### config.mk
export PLATFORM = sky130hd
export DESIGN_NAME = pht_port_scheduler
export DESIGN_NICKNAME = d
export VERILOG_FILES = /design/src/rtl/pht_port_scheduler.sv
export SDC_FILE = /design/constraint.sdc
export NUM_CORES = 1
export LEC_CHECK = 0
export CAP_MARGIN = 5
export CORE_MARGIN = 3
export CORE_UTILIZATION = 41
export DETAILED_ROUTE_END_ITERATION = 12
export GPL_ROUTABILITY_DRIVEN = 0
export GPL_TIMING_DRIVEN = 1
export PLACE_DENSITY = 0.82
export SLEW_MARGIN = 20
export SYNTH_ARGS = -nofsm -noshare
export SYNTH_HDL_FRONTEND = slang
export SYNTH_SLANG_ARGS = --single-unit
### constraint.sdc
create_clock -name clk_in -period 4.7 [get_ports clk_in]
set_clock_uncertainty 0.05 [all_clocks]
set_input_delay 0.94 -clock clk_in [delete_from_list [all_inputs] [get_ports clk_in]]
set_output_delay 0.94 -clock clk_in [all_outputs]
set_load 0.02 [all_outputs]
### src/rtl/pht_port_scheduler.sv
// pht_port_scheduler
//   Owns the single-ported pattern-history table (PHT) SRAM of the branch
//   predictor and schedules every access to it. After reset it sweeps the
//   whole table to weakly-not-taken (2'b01). It then serves decoder lookups
//   and applies queued ROB resolution updates as read-modify-write cycles on
//   the 2-bit saturating counters.
//
// Ports
//   clk_in, rst_n_in                 clock, asynchronous active-low reset
//   rdy_in                           global ready; low = issue nothing new
//   decoder_bp_en_in/_pc_in          lookup request and branch PC
//   bp_ready_out                     lookup presented this cycle is accepted
//   bp_valid_out, bp_taken_out       lookup result, one cycle after accept
//   rob_bp_en_in/_correct_in/_pc_in  resolved-branch update
//   rob_bp_full_out                  update FIFO holds UPD_DEPTH entries
//   bp_overflow_out                  sticky: an update was dropped on a full FIFO
//   pht_ce_out/_we_out/_addr_out/_wdata_out, pht_rdata_in   PHT macro port

module pht_port_scheduler #(
  parameter int INDEX_BITS = 7,
  parameter int ADDR_WIDTH = 32,
  parameter int UPD_DEPTH  = 4
) (
  input  logic                  clk_in,
  input  logic                  rst_n_in,
  input  logic                  rdy_in,
  input  logic                  decoder_bp_en_in,
  input  logic [ADDR_WIDTH-1:0] decoder_bp_pc_in,
  output logic                  bp_ready_out,
  output logic                  bp_valid_out,
  output logic                  bp_taken_out,
  input  logic                  rob_bp_en_in,
  input  logic                  rob_bp_correct_in,
  input  logic [ADDR_WIDTH-1:0] rob_bp_pc_in,
  output logic                  rob_bp_full_out,
  output logic                  bp_overflow_out,
  output logic                  pht_ce_out,
  output logic                  pht_we_out,
  output logic [INDEX_BITS-1:0] pht_addr_out,
  output logic [1:0]            pht_wdata_out,
  input  logic [1:0]            pht_rdata_in
);

  localparam int PTR_W = (UPD_DEPTH > 1) ? $clog2(UPD_DEPTH) : 1;
  localparam int CNT_W = $clog2(UPD_DEPTH + 1);
  localparam logic [CNT_W-1:0] FULL_COUNT = CNT_W'(UPD_DEPTH);

  typedef enum logic {
    ST_INIT,
    ST_RUN
  } state_e;

  state_e                state_q, state_d;
  logic [INDEX_BITS-1:0] sweepPtr_q, sweepPtr_d;

  logic [INDEX_BITS-1:0] fifoIdx_q [UPD_DEPTH];
  logic                  fifoCorrect_q [UPD_DEPTH];
  logic [PTR_W-1:0]      wrPtr_q, wrPtr_d;
  logic [PTR_W-1:0]      rdPtr_q, rdPtr_d;
  logic [CNT_W-1:0]      count_q, count_d;
  logic                  overflow_q, overflow_d;

  logic                  lookValid_q, lookValid_d;
  logic                  rmwRead_q, rmwRead_d;
  logic                  holdWr_q, holdWr_d;
  logic [1:0]            holdData_q, holdData_d;
  logic [INDEX_BITS-1:0] rmwIdx_q, rmwIdx_d;
  logic                  rmwCorrect_q, rmwCorrect_d;

  logic                  fifoFull;
  logic                  fifoEmpty;
  logic                  wrPending;
  logic                  pushReq;
  logic                  pushOk;
  logic                  pop;
  logic [INDEX_BITS-1:0] decIdx;
  logic [INDEX_BITS-1:0] robIdx;
  logic [INDEX_BITS-1:0] headIdx;
  logic                  headCorrect;
  logic [1:0]            oldCtr;
  logic [1:0]            newCtr;
  logic                  ceOut;
  logic                  weOut;
  logic [INDEX_BITS-1:0] addrOut;
  logic [1:0]            wdataOut;
  logic                  readyOut;
  logic                  unusedPcBits;

  // Correct predictions saturate toward the current direction; mispredictions
  // step one state toward the other direction.
  function automatic logic [1:0] nextCounter(input logic [1:0] ctr, input logic correct);
    logic [1:0] res;
    if (correct) begin
      res = ctr[1] ? 2'b11 : 2'b00;
    end else begin
      unique case (ctr)
        2'b00:   res = 2'b01;
        2'b01:   res = 2'b10;
        2'b10:   res = 2'b01;
        default: res = 2'b10;
      endcase
    end
    return res;
  endfunction

  assign decIdx       = decoder_bp_pc_in[INDEX_BITS+1:2];
  assign robIdx       = rob_bp_pc_in[INDEX_BITS+1:2];
  assign unusedPcBits = ^{decoder_bp_pc_in[ADDR_WIDTH-1:INDEX_BITS+2], decoder_bp_pc_in[1:0],
                          rob_bp_pc_in[ADDR_WIDTH-1:INDEX_BITS+2], rob_bp_pc_in[1:0]};

  assign headIdx     = fifoIdx_q[rdPtr_q];
  assign headCorrect = fifoCorrect_q[rdPtr_q];
  assign fifoFull    = (count_q == FULL_COUNT);
  assign fifoEmpty   = (count_q == '0);

  // An RMW write is owed either straight after its read, or later from the
  // latched data when rdy_in dropped in the cycle the read data came back.
  assign wrPending = rmwRead_q | holdWr_q;
  assign oldCtr    = rmwRead_q ? pht_rdata_in : holdData_q;
  assign newCtr    = nextCounter(oldCtr, rmwCorrect_q);

  // Space is judged on the registered count, so a same-cycle pop never frees a slot.
  assign pushReq = rst_n_in & rdy_in & rob_bp_en_in;
  assign pushOk  = pushReq & ~fifoFull;

  // Next-state and port arbitration: sweep in INIT; in RUN the owed write
  // wins, then a full FIFO, then the decoder, then any queued update.
  always_comb begin
    state_d      = state_q;
    sweepPtr_d   = sweepPtr_q;
    wrPtr_d      = wrPtr_q;
    rdPtr_d      = rdPtr_q;
    overflow_d   = overflow_q;
    lookValid_d  = 1'b0;
    rmwRead_d    = 1'b0;
    holdWr_d     = holdWr_q;
    holdData_d   = holdData_q;
    rmwIdx_d     = rmwIdx_q;
    rmwCorrect_d = rmwCorrect_q;
    ceOut        = 1'b0;
    weOut        = 1'b0;
    addrOut      = '0;
    wdataOut     = '0;
    readyOut     = 1'b0;
    pop          = 1'b0;

    // Read data is only valid for one cycle, so capture it regardless of rdy_in.
    if (rmwRead_q) begin
      holdWr_d   = 1'b1;
      holdData_d = pht_rdata_in;
    end

    if (rst_n_in && rdy_in) begin
      unique case (state_q)
        ST_INIT: begin
          ceOut      = 1'b1;
          weOut      = 1'b1;
          addrOut    = sweepPtr_q;
          wdataOut   = 2'b01;
          sweepPtr_d = sweepPtr_q + INDEX_BITS'(1);
          if (sweepPtr_q == '1) begin
            state_d = ST_RUN;
          end
        end
        ST_RUN: begin
          readyOut = ~wrPending & ~fifoFull;
          if (wrPending) begin
            ceOut    = 1'b1;
            weOut    = 1'b1;
            addrOut  = rmwIdx_q;
            wdataOut = newCtr;
            holdWr_d = 1'b0;
          end else if (fifoFull || (!decoder_bp_en_in && !fifoEmpty)) begin
            ceOut        = 1'b1;
            addrOut      = headIdx;
            pop          = 1'b1;
            rmwRead_d    = 1'b1;
            rmwIdx_d     = headIdx;
            rmwCorrect_d = headCorrect;
            rdPtr_d      = rdPtr_q + PTR_W'(1);
          end else if (decoder_bp_en_in) begin
            ceOut       = 1'b1;
            addrOut     = decIdx;
            lookValid_d = 1'b1;
          end
        end
        default: begin
        end
      endcase
    end

    if (pushOk) begin
      wrPtr_d = wrPtr_q + PTR_W'(1);
    end
    if (pushReq && fifoFull) begin
      overflow_d = 1'b1;
    end
  end

  assign count_d = count_q + CNT_W'(pushOk) - CNT_W'(pop);

  // Control state; reset discards any sweep progress, queued or in-flight work.
  always_ff @(posedge clk_in or negedge rst_n_in) begin
    if (!rst_n_in) begin
      state_q      <= ST_INIT;
      sweepPtr_q   <= '0;
      wrPtr_q      <= '0;
      rdPtr_q      <= '0;
      count_q      <= '0;
      overflow_q   <= 1'b0;
      lookValid_q  <= 1'b0;
      rmwRead_q    <= 1'b0;
      holdWr_q     <= 1'b0;
      holdData_q   <= '0;
      rmwIdx_q     <= '0;
      rmwCorrect_q <= 1'b0;
    end else begin
      state_q      <= state_d;
      sweepPtr_q   <= sweepPtr_d;
      wrPtr_q      <= wrPtr_d;
      rdPtr_q      <= rdPtr_d;
      count_q      <= count_d;
      overflow_q   <= overflow_d;
      lookValid_q  <= lookValid_d;
      rmwRead_q    <= rmwRead_d;
      holdWr_q     <= holdWr_d;
      holdData_q   <= holdData_d;
      rmwIdx_q     <= rmwIdx_d;
      rmwCorrect_q <= rmwCorrect_d;
    end
  end

  // FIFO payload needs no reset: entries are only read once counted valid.
  always_ff @(posedge clk_in) begin
    if (pushOk) begin
      fifoIdx_q[wrPtr_q]     <= robIdx;
      fifoCorrect_q[wrPtr_q] <= rob_bp_correct_in;
    end
  end

  assign bp_ready_out    = readyOut;
  assign bp_valid_out    = lookValid_q;
  assign bp_taken_out    = lookValid_q & pht_rdata_in[1];
  assign rob_bp_full_out = fifoFull;
  assign bp_overflow_out = overflow_q;
  assign pht_ce_out      = ceOut;
  assign pht_we_out      = weOut;
  assign pht_addr_out    = addrOut;
  assign pht_wdata_out   = wdataOut;

endmodule

==> metrics <==
status=finished, final reports clean; drt first pass iters=4; Horiz. Die Dim=88.01 µm; post-cts resize count=0; hold crit path type=reg -> reg; Hold Path Origin=bp_overflow_out$_DFFE_PN0P_; post-route setup TNS=0 ps; initial detailed-routing violation count=74; Yosys Warn Count=0; Reg2Reg Setup Slack=1850 ps; worst vdd ir=0.0002659 V; htree depth=3; Fillers=509; final setup vio count=0; Buf+Inv Stages, Crit Path=3; drt wl/cell=16.08 µm; Die Area=7746 µm²; Power Density=415.1 nW/µm²; drc violations=0; area of the multi-input gates=980.9 µm²; via count=1,684; CTS Root Cell=clkbuf_8; Yosys reg bits=61; synth unique cells=39; layout cells sized above 1=12.61%; Logic pwr share=18.0%; initial core utilization=42.94%; CP delay by family, top=buffers and inverters; setup repair bufs after CTS=0; worst reg2reg path depth=10; total power=1.409 mW; CTS Hold Bufs=0; transition time of the tightest slew-check pin=630.4 ps; crit path DAT=3280 ps; hold path endpoint=bp_overflow_out$_DFFE_PN0P_; CTS tree=yes; final-report max-slew violation count=0; Die Height=88.01 µm; Longest Clk Path Bufs=2; number of synthesized flops with an enable pin=32; largest net degree at the start of global routing=32; Placed Cells incl. Taps=299; GRT Resource Usage Total=14.58%; final wirelength=5064 µm; Setup CP Type=in -> out; number of max-cap violations=0; global-route wire length before repair=8321 µm; Final min period=4274 ps; Startpoint Class=input pin; I/O Buffers=37; final count of hold timing violations=0; Cells after Synth=190; Vias per Instance=5.346; part of the power in registers=49.2%; critical path, cell by cell=clkdlybuf4s50_1 -> buf_4 -> nand2_1 -> a21oi_1 -> a211o_1 -> clkdlybuf4s50_1; Clock Sinks=61; I/O pin count=88; critical path endpoint category=primary output; nets=313; GRT Residual Overflow=0; Syn Nets=270; FF-to-FF Start=state_q$_DFFE_PN0N_; clock share of power=32.8%; n_diodes=0; post-route ant nets=0; crit share post-route=90.93%; number of global-route vias before repair=1,724; RSZ-0062 raised after global routing=false; max frequency=234.0 MHz; worst-path fanout max=31; WP data required=3710 ps; area growth from synthesis to layout=23.09%; Row Count=29; post-route cell area=3395 µm²; Slew headroom=57.85%; slowest stage cell, crit path=clkdlybuf4s50_1; most used cell, CP=clkdlybuf4s50_1; FF-to-FF End=count_q[2]$_DFF_PN0_; placed cell area=3194 µm²; worst skew pair latency=340 ps; WHS=432.3 ps; non-filler cells in the finished layout=315; Cell Area, Synth=2758 µm²; register area=1687 µm²; core area=6422 µm²; HPWL after DPL=3560 µm; WHS Path Cells=1; initial antenna violation count=0; Pint=1.009 mW; dominant synthesized flop cell=edfxtp_1; Clock transition at path regs=60 ps; switching fraction of total power=28.42%; CTS buffer count=9; Leak=1.450 nW; Net Switching=0.4004 mW; sequential share of the synthesized area=61.16%; Mapped Avg Cell Area=14.51 µm²; Synth async-reset ratio=47.54%; Max stage delay on crit path=630 ps
==> sequential cells by signal, summed over array words and instances, names as in the netlist <==
| signal | flops |
|---|---|
| rmwRead_q | 1 |
| bp_overflow_out | 1 |
| holdData_q | 2 |
| rdPtr_q | 2 |
| fifoCorrect_q | 4 |
| fifoIdx_q | 28 |
| rmwCorrect_q | 1 |
| bp_valid_out | 1 |
| count_q | 3 |
| holdWr_q | 1 |
| sweepPtr_q | 7 |
| wrPtr_q | 2 |
| rmwIdx_q | 7 |
| state_q | 1 |
==> worst reg2reg max path, cell delays in order (launching register included) <==
cell and delay, ps:
dfrtp_1 710, and3_1 320, o211ai_2 290, inv_1 190
ha_1 250, inv_1 70, ha_1 140, inv_1 50
fa_1 380, xnor2_1 190, xnor2_1 140
==> synthesized netlist by cell type (3+ instances only) <==
| master | instances | area (µm²) |
|---|---|---|
| mux4_1 | 7 | 183.9 |
| nor2_1 | 4 | 15.01 |
| xnor2_1 | 9 | 78.83 |
| a21oi_1 | 10 | 50.05 |
| edfxtp_1 | 32 | 960.9 |
| mux2_2 | 3 | 33.78 |
| nor2b_1 | 5 | 31.28 |
| and2_1 | 6 | 37.54 |
| ha_1 | 7 | 87.58 |
| clkbuf_1 | 3 | 11.26 |
| a211o_1 | 7 | 61.31 |
| nand2_1 | 6 | 22.52 |
| nand3_1 | 8 | 40.04 |
| a21o_1 | 5 | 37.54 |
| inv_1 | 10 | 37.54 |
| and3_1 | 4 | 25.02 |
| nand2b_1 | 7 | 43.79 |
| dfrtp_1 | 29 | 725.7 |
==> stage by stage <==
step                      worst slack (ps)  util, %
after floorplan                       1772        -
after global placement               473.9    49.74
after CTS                            403.6    52.85
after detailed placement             450.3    49.74
after global routing                 317.6    52.85
final                                426.1    52.85
==> cells by family after synthesis <==
group                      synth area share, %
adders and majority gates                3.902
and+or+nand+nor                          10.57
AOI/OAI and AO/OA                        8.530
DFF                                      61.16
muxes                                    9.074
buffers and inverters                    3.267
xor gates and xnor gates                 3.494
==> area by class of cell <==
cell class                      count  area share (%)
Clock buffer                        9           3.649
Clock inverter                      7           2.248
Inverter                           10           1.106
Multi-Input combinational cell    111           28.90
Sequential cell                    61           49.69
Tap cell                           77           2.838
Timing Repair Buffer               40           11.57
==> per-layer routing <==
metal,vias to the layer above,track usage (%),wire [µm]
met5,-,0,0
met4,0,6.181,97
met3,12,4.986,187
met2,39,23.70,2629
met1,846,17.81,2150
li1,787,-,-
==> worst max-delay path by stage <==
stage | start | to | slack, ps | cells past startpoint
2_1_floorplan | decoder_bp_en_in | pht_addr_out[2] | 1770 | 4
6_report | rst_n_in | pht_addr_out[0] | 430 | 6
3_5_place_dp | rst_n_in | pht_addr_out[3] | 450 | 6
4_1_cts | rst_n_in | pht_addr_out[0] | 400 | 6
5_1_grt | rst_n_in | pht_addr_out[0] | 320 | 6
3_3_place_gp | rst_n_in | pht_addr_out[6] | 470 | 6
==> power groups by stage <==
| stage | registers, mW | clock network [mW] | logic [mW] |
|---|---|---|---|
| final | 0.694 | 0.462 | 0.254 |
| after global routing | 0.703 | 0.496 | 0.281 |
| after CTS | 0.694 | 0.468 | 0.257 |
| after detailed placement | 0.704 | 0 | 0.255 |
| after global placement | 0.700 | 0 | 0.239 |
| after floorplan | 0.694 | 0 | 0.155 |
==> cell usage in the layout (no fill, tap or decap), drive strengths merged, types with 5 or more instances in the layout <==
master and n:
a211o 7, a21o 7, a21oi 10, and2 6, clkbuf 9, clkdlybuf4s50 37, dfrtp 29, edfxtp 32
ha 7, inv 10, mux4 8, nand2 6, nand2b 7, nand3 8, nor2b 5, xnor2 9
(Power assumes the default switching activity.)
